===== src/rtl/serial_adder.sv =====
`default_nettype none
// ============================================================================
// Module   : serial_adder
// Brief    : Bit-serial LSB-first adder with start/busy/done handshake.
//            Optional ovf output enabled by defining SERIAL_ADDER_OVF_EN.
// Revision : 1.0 - initial release
// ============================================================================
module serial_adder #(
    parameter int WIDTH = 8
) (
    input  logic             clk,
    input  logic             rst_n,
    input  logic             start,
    input  logic [WIDTH-1:0] a,
    input  logic [WIDTH-1:0] b,
    input  logic             cin,
    output logic             busy,
    output logic             done,
    output logic [WIDTH-1:0] sum,
`ifdef SERIAL_ADDER_OVF_EN
    output logic             ovf,
`endif
    output logic             cout
);

    localparam int                 c_CNT_W = (WIDTH > 1) ? $clog2(WIDTH) : 1;
    localparam logic [c_CNT_W-1:0] c_LAST  = c_CNT_W'(WIDTH - 1);

    localparam logic [1:0] S_IDLE  = 2'd0;
    localparam logic [1:0] S_SHIFT = 2'd1;
    localparam logic [1:0] S_DONE  = 2'd2;

    logic [1:0]         r_state;
    logic [1:0]         w_state_nxt;
    logic [WIDTH-1:0]   r_a_sr;
    logic [WIDTH-1:0]   r_b_sr;
    logic [WIDTH-1:0]   r_sum;
    logic               r_carry;
    logic               r_cout;
    logic [c_CNT_W-1:0] r_cnt;
    logic               w_accept;
    logic               w_last;

    // Full adder from two half-adder cells and an OR.
    logic w_ha0_s, w_ha0_c, w_ha1_s, w_ha1_c, w_s, w_c;
    assign w_ha0_s = r_a_sr[0] ^ r_b_sr[0];
    assign w_ha0_c = r_a_sr[0] & r_b_sr[0];
    assign w_ha1_s = w_ha0_s ^ r_carry;
    assign w_ha1_c = w_ha0_s & r_carry;
    assign w_s     = w_ha1_s;
    assign w_c     = w_ha0_c | w_ha1_c;

    assign w_accept = start && (r_state != S_SHIFT);
    assign w_last   = (r_cnt == c_LAST);

    always_ff @(posedge clk or negedge rst_n) begin
        if (!rst_n) begin
            r_state <= S_IDLE;
        end else begin
            r_state <= w_state_nxt;
        end
    end

    always_comb begin
        w_state_nxt = r_state;
        busy        = 1'b0;
        done        = 1'b0;
        case (r_state)
            S_IDLE: begin
                if (start) w_state_nxt = S_SHIFT;
            end
            S_SHIFT: begin
                busy = 1'b1;
                if (w_last) w_state_nxt = S_DONE;
            end
            S_DONE: begin
                done        = 1'b1;
                w_state_nxt = start ? S_SHIFT : S_IDLE;
            end
            default: w_state_nxt = S_IDLE;
        endcase
    end

`ifdef SERIAL_ADDER_OVF_EN
    logic r_ovf;
    assign ovf = r_ovf;
`endif

    always_ff @(posedge clk or negedge rst_n) begin
        if (!rst_n) begin
            r_a_sr  <= '0;
            r_b_sr  <= '0;
            r_sum   <= '0;
            r_carry <= 1'b0;
            r_cout  <= 1'b0;
            r_cnt   <= '0;
`ifdef SERIAL_ADDER_OVF_EN
            r_ovf   <= 1'b0;
`endif
        end else if (w_accept) begin
            r_a_sr  <= a;
            r_b_sr  <= b;
            r_carry <= cin;
            r_sum   <= '0;
            r_cnt   <= '0;
`ifdef SERIAL_ADDER_OVF_EN
            r_ovf   <= 1'b0;
`endif
        end else if (r_state == S_SHIFT) begin
            r_a_sr  <= {1'b0, r_a_sr[WIDTH-1:1]};
            r_b_sr  <= {1'b0, r_b_sr[WIDTH-1:1]};
            r_sum   <= {w_s, r_sum[WIDTH-1:1]};
            r_carry <= w_c;
            r_cnt   <= r_cnt + 1'b1;
            if (w_last) begin
                r_cout <= w_c;
`ifdef SERIAL_ADDER_OVF_EN
                // r_carry here is the carry into the MSB.
                r_ovf  <= r_carry ^ w_c;
`endif
            end
        end
    end

    assign sum  = r_sum;
    assign cout = r_cout;

endmodule
`default_nettype wire

===== config.mk =====
export PLATFORM = sky130hd
export DESIGN_NAME = serial_adder
export DESIGN_NICKNAME = d
export VERILOG_FILES = /design/src/rtl/serial_adder.sv
export SDC_FILE = /design/constraint.sdc
export NUM_CORES = 1
export LEC_CHECK = 0
export CAP_MARGIN = 0
export CORE_ASPECT_RATIO = 0.5
export CORE_MARGIN = 2
export CORE_UTILIZATION = 42
export DETAILED_ROUTE_END_ITERATION = 10
export PLACE_DENSITY = 0.67
export SYNTH_ARGS = -nofsm -noshare
export SYNTH_HDL_FRONTEND = slang
export SYNTH_SLANG_ARGS = --single-unit

===== constraint.sdc =====
create_clock -name clk -period 3.4 [get_ports clk]
set_input_delay 0.85 -clock clk [delete_from_list [all_inputs] [get_ports clk]]
set_output_delay 0.85 -clock clk [all_outputs]
set_load 0.01 [all_outputs]

---- After elaboration in Yosys (flattened, before gate mapping) ----
Cells that the tools add are included.
word-level totals
  input bits .............................. 20
  logic and storage cells ................. 41
  bits in registers ....................... 31
  output and inout bits ................... 11
cells by class
  eq/ne operators ......................... 6
  reduce and logical (&&, ||, !) cells .... 5
  $add $sub $neg .......................... 1
  mux-type cells .......................... 16
  bitwise gates (word level) .............. 6
operators by type and width
  cell                                                   number
  2-to-1 mux 8 bit                                       6
  2-to-1 mux 3 bit                                       2
  one-hot mux 2 bit (3 select lines)                     1
  2-to-1 mux 1 bit                                       5
  2-to-1 mux 2 bit                                       2
  inequality test 2 bit, second input constant           2
  adder 3 x 1 -> 3 bit, second input constant            1
  equality test 3 bit, second input constant             1
  AND reduction 3 bit                                    1
  bitwise AND 1 bit                                      2
  equality test 2 x 1 -> 1 bit, second input constant    1
  equality test 2 bit, second input constant             1
  zero test 2 bit                                        1
  inequality test 2 x 1 -> 1 bit, second input constant  1
  AND reduction 2 bit                                    1
  nonzero test 2 bit                                     1
  XOR 1 bit                                              2
  logical AND 1 bit                                      1
  inverter 1 bit                                         1
  bitwise OR 1 bit                                       1

---- Logic depth before layout (Yosys ltp) ----
  depth in word-level cells ............... 5
  depth in mapped cells ................... 5
  mapped depth without buffers ............ 4

---- Worst setup path before layout ----
OpenSTA, ideal clock, no wires.
  path type ............................... reg2out
  start ................................... register r_state[1]
  end ..................................... output busy
  arrival time ............................ 0.896 ns
  required time ........................... 2.550 ns
  buffers on the path ..................... 2
  cell stages (with the launch flop) ...... 5
  slack ................................... 1.654 ns
  cell sequence ........................... dfrtp_1 > nand2b_1 > buf_6 > buf_6 > inv_1
between the ends
  cells in the longest elaborated chain, start to end .. 2
RTL lines
  item                          RTL line  source
  start: declaration            33        logic [1:0] r_state;
  start signal: assignment      60        r_state <= w_state_nxt;
  equality test 2 x 1 -> 1 bit  68        case (r_state)
  2-to-1 mux 1 bit              68
  end: declaration              17        output logic busy,
No other way between the ends.

---- Final worst setup path ----
Ends and elaborated chain as after synthesis.

==> impl_results.md <==
- Most area-hungry cell type in the Yosys netlist: sky130_fd_sc_hd__dfrtp_1
- Worst path buffer plus inverter count: 2
- Max stage delay cell, worst path: sky130_fd_sc_hd__clkdlybuf4s50_1
- Sequential share of the synthesized area: 48.55%
- Routability cong.: 0.6729
- Global-route wire length before repair: 4.347 mm
- Per-instance average area after synthesis: 14.79 µm²
- Vertical die dimension: 47.62 µm
- Number of nets with antenna violations after detailed routing: 0
- CTS sink cnt: 31
- HPWL reported at the end of detailed placement: 1.697 mm
- Core Region: 0.003528 mm²
- Worst path required time: 2.55 ns
- Max-slew violation count: 0
- Period Utilization, post-route: 68.30%
- Setup crit end kind: output port
- Number of gates resized after cts: 0
- Peak per-stage delay on the critical path: 0.54 ns
- Leak: 0.0009415 µW
- Drt via density: 4.563
- Number of I/O port buffers: 30
- Design area: 0.001986 mm²
- Standard-cell rows: 15
- Worst Max-Slew Pin Slew: 0.4304 ns
- Worst min-delay path category: flop to flop
- Top library cells by usage in the layout, fill and taps aside: sky130_fd_sc_hd__dfrtp_1, sky130_fd_sc_hd__clkdlybuf4s50_1, sky130_fd_sc_hd__mux2_4
- Antenna violations before repair: 0
- Maximum number of pins on one net before global-route repair: 32
- Drt drc: 0
- Top-area cell type share of the netlist area: 48.55%
- CTS buffer count: 5
- Cells after synthesis: 108
- Post-CTS Setup Repair Bufs: 0
- Area after detailed placement: 0.001913 mm²
- Die Area: 0.004344 mm²
- Hold Buf Count CTS: 0
- Cells traversed along the worst timing path: nand2b_1 > inv_1 > clkdlybuf4s50_1
- Fin crit period: 2.322 ns
- H-tree depth reported by CTS: 2
- Largest fanout on the critical path: 3
- Final hold violations: 0
- Layout cell share with drive strength beyond 1: 31.91%
- DRT Wirelength: 2.553 mm
- Layout Nets: 165
- Post-synthesis register bit count: 31
- First-iteration detailed-routing DRC count: 51
- Clock tree from TritonCTS: done
- Startpoint Class: flop
- Number of vias in the routed layout: 876
- Status: completed
- Setup Viol. Count Final: 0
- Setup Skew: 0.004357 ns
- Cell at the root of the clock tree: sky130_fd_sc_hd__clkbuf_8
- Synth warnings: 0
- Worst ir drop on vdd: 254.7 µV
- Number of distinct standard cells referenced by the synthesized netlist: 14
- Unrepaired setup endpoints after global routing: false
- Cell family with the largest share of critical-path delay: buffers and inverters
- Per-cell routed wire length: 13.30 µm
- Number of global-route vias before repair: 924
- Max Fclk: 430.6 MHz
- Clk Latency, worst-skew pair: 0.28 ns
- Worst slew slack as a fraction of its limit: 71.31%
- Maximum buffer depth of the clock tree: 2
- Total nets after synthesis: 131
- Most area-consuming cells after synthesis: sky130_fd_sc_hd__dfrtp_1, sky130_fd_sc_hd__mux2_4, sky130_fd_sc_hd__mux2_2
- Ports: 31
- PD cells: 807.6 mW/mm²
- Classification of the worst setup path: flop to output port
- Crit path DAT: 1.47 ns
- Detailed-routing iteration count for the pre-antenna-repair pass: 4
- Aggregate global-route resource usage: 13.70%
- Post-route worst hold slack: 0.4892 ns
- Grt ovf: 0
- Post-synthesis instance area: 0.001598 mm²
- Post-route setup TNS: 0 ns
- Clock-pin slew of the registers on the worst-case setup and hold paths: 0.06 ns
- Area growth, synth to finish: 24.28%
- Commonest non-fill, non-tap cell in the layout: sky130_fd_sc_hd__dfrtp_1
- Antenna diode instance count: 0
- Die X: 91.23 µm
- Initial core utilization: 45.28%
- Maxcap violations: 0
[synthesized netlist by cell type]
cell type and n:
sky130_fd_sc_hd__nand2b_1 3, sky130_fd_sc_hd__mux2i_1 7, sky130_fd_sc_hd__nor2_1 2, sky130_fd_sc_hd__mux2_4 24, sky130_fd_sc_hd__mux2_2 13, sky130_fd_sc_hd__fa_1 1, sky130_fd_sc_hd__o22ai_1 1, sky130_fd_sc_hd__inv_1 7
sky130_fd_sc_hd__buf_8 1, sky130_fd_sc_hd__dfrtp_1 31, sky130_fd_sc_hd__nand3b_1 1, sky130_fd_sc_hd__buf_6 5, sky130_fd_sc_hd__ha_1 2, sky130_fd_sc_hd__nor2b_1 10
[routing by layer]
| layer | share of wire (%) | global-route usage (%) |
|---|---|---|
| met5 | 0 | 0 |
| met3 | 4.5 | 5.354 |
| met1 | 50 | 16.95 |
| met2 | 45 | 22.22 |
| met4 | 1.1 | 6.364 |
[where the power goes]
part	switching (µW)	internal [µW]	total, µW
sequential	93.3	532	625
combinational	252	462	714
clock	128	136	264
total	473	1130	1600
[worst paths after layout]
check	startpoint	to	slack (ns)	cells after the start
setup / recovery	r_state[1]$_DFFE_PN0P_	busy	1.08	3
hold / removal	r_cnt[0]$_DFFE_PN0P_	r_cnt[0]$_DFFE_PN0P_	0.49	1
setup reg to reg	r_state[0]$_DFFE_PN0P_	r_a_sr[1]$_DFFE_PN0P_	2.00	3
hold reg to reg	r_cnt[0]$_DFFE_PN0P_	r_cnt[0]$_DFFE_PN0P_	0.49	1
max in group asynchronous	rst_n	r_carry$_DFFE_PN0P_	2.15	2
min in group asynchronous	rst_n	r_a_sr[5]$_DFFE_PN0P_	0.96	2
[through the flow]
step	util [%]	total power, µW	setup WS (ns)	instances
global route	56.28	1716	1.019	192
detailed placement	54.22	1358	0.9601	186
floorplan	-	1171	1.654	108
CTS	56.28	1628	1.057	192
finish	56.28	1604	1.078	192
global placement	54.22	1333	0.9842	186
[flip-flops by register name (all words and copies together), names as in the netlist]
register / flops
r_a_sr: 8
r_cnt: 3
cout: 1
r_carry: 1
r_state: 2
sum: 8
r_b_sr: 8
[cell type report]
class                           count  area [µm²]
Timing Repair Buffer               33       322.8
Fill cell                         303        1543
Sequential cell                    31       775.7
Inverter                            7       26.28
Tap cell                           51       63.81
Multi-Input combinational cell     64       724.4
Clock buffer                        6       72.57
[logic make-up after synthesis]
group,Yosys count,synth area share [%]
mux,44,36.10
flops,31,48.55
simple gates,16,6.030
buf+inv,13,6.108
fa+ha+maj,3,2.819
compound gates,1,0.3918
(Power assumes the default switching activity.)
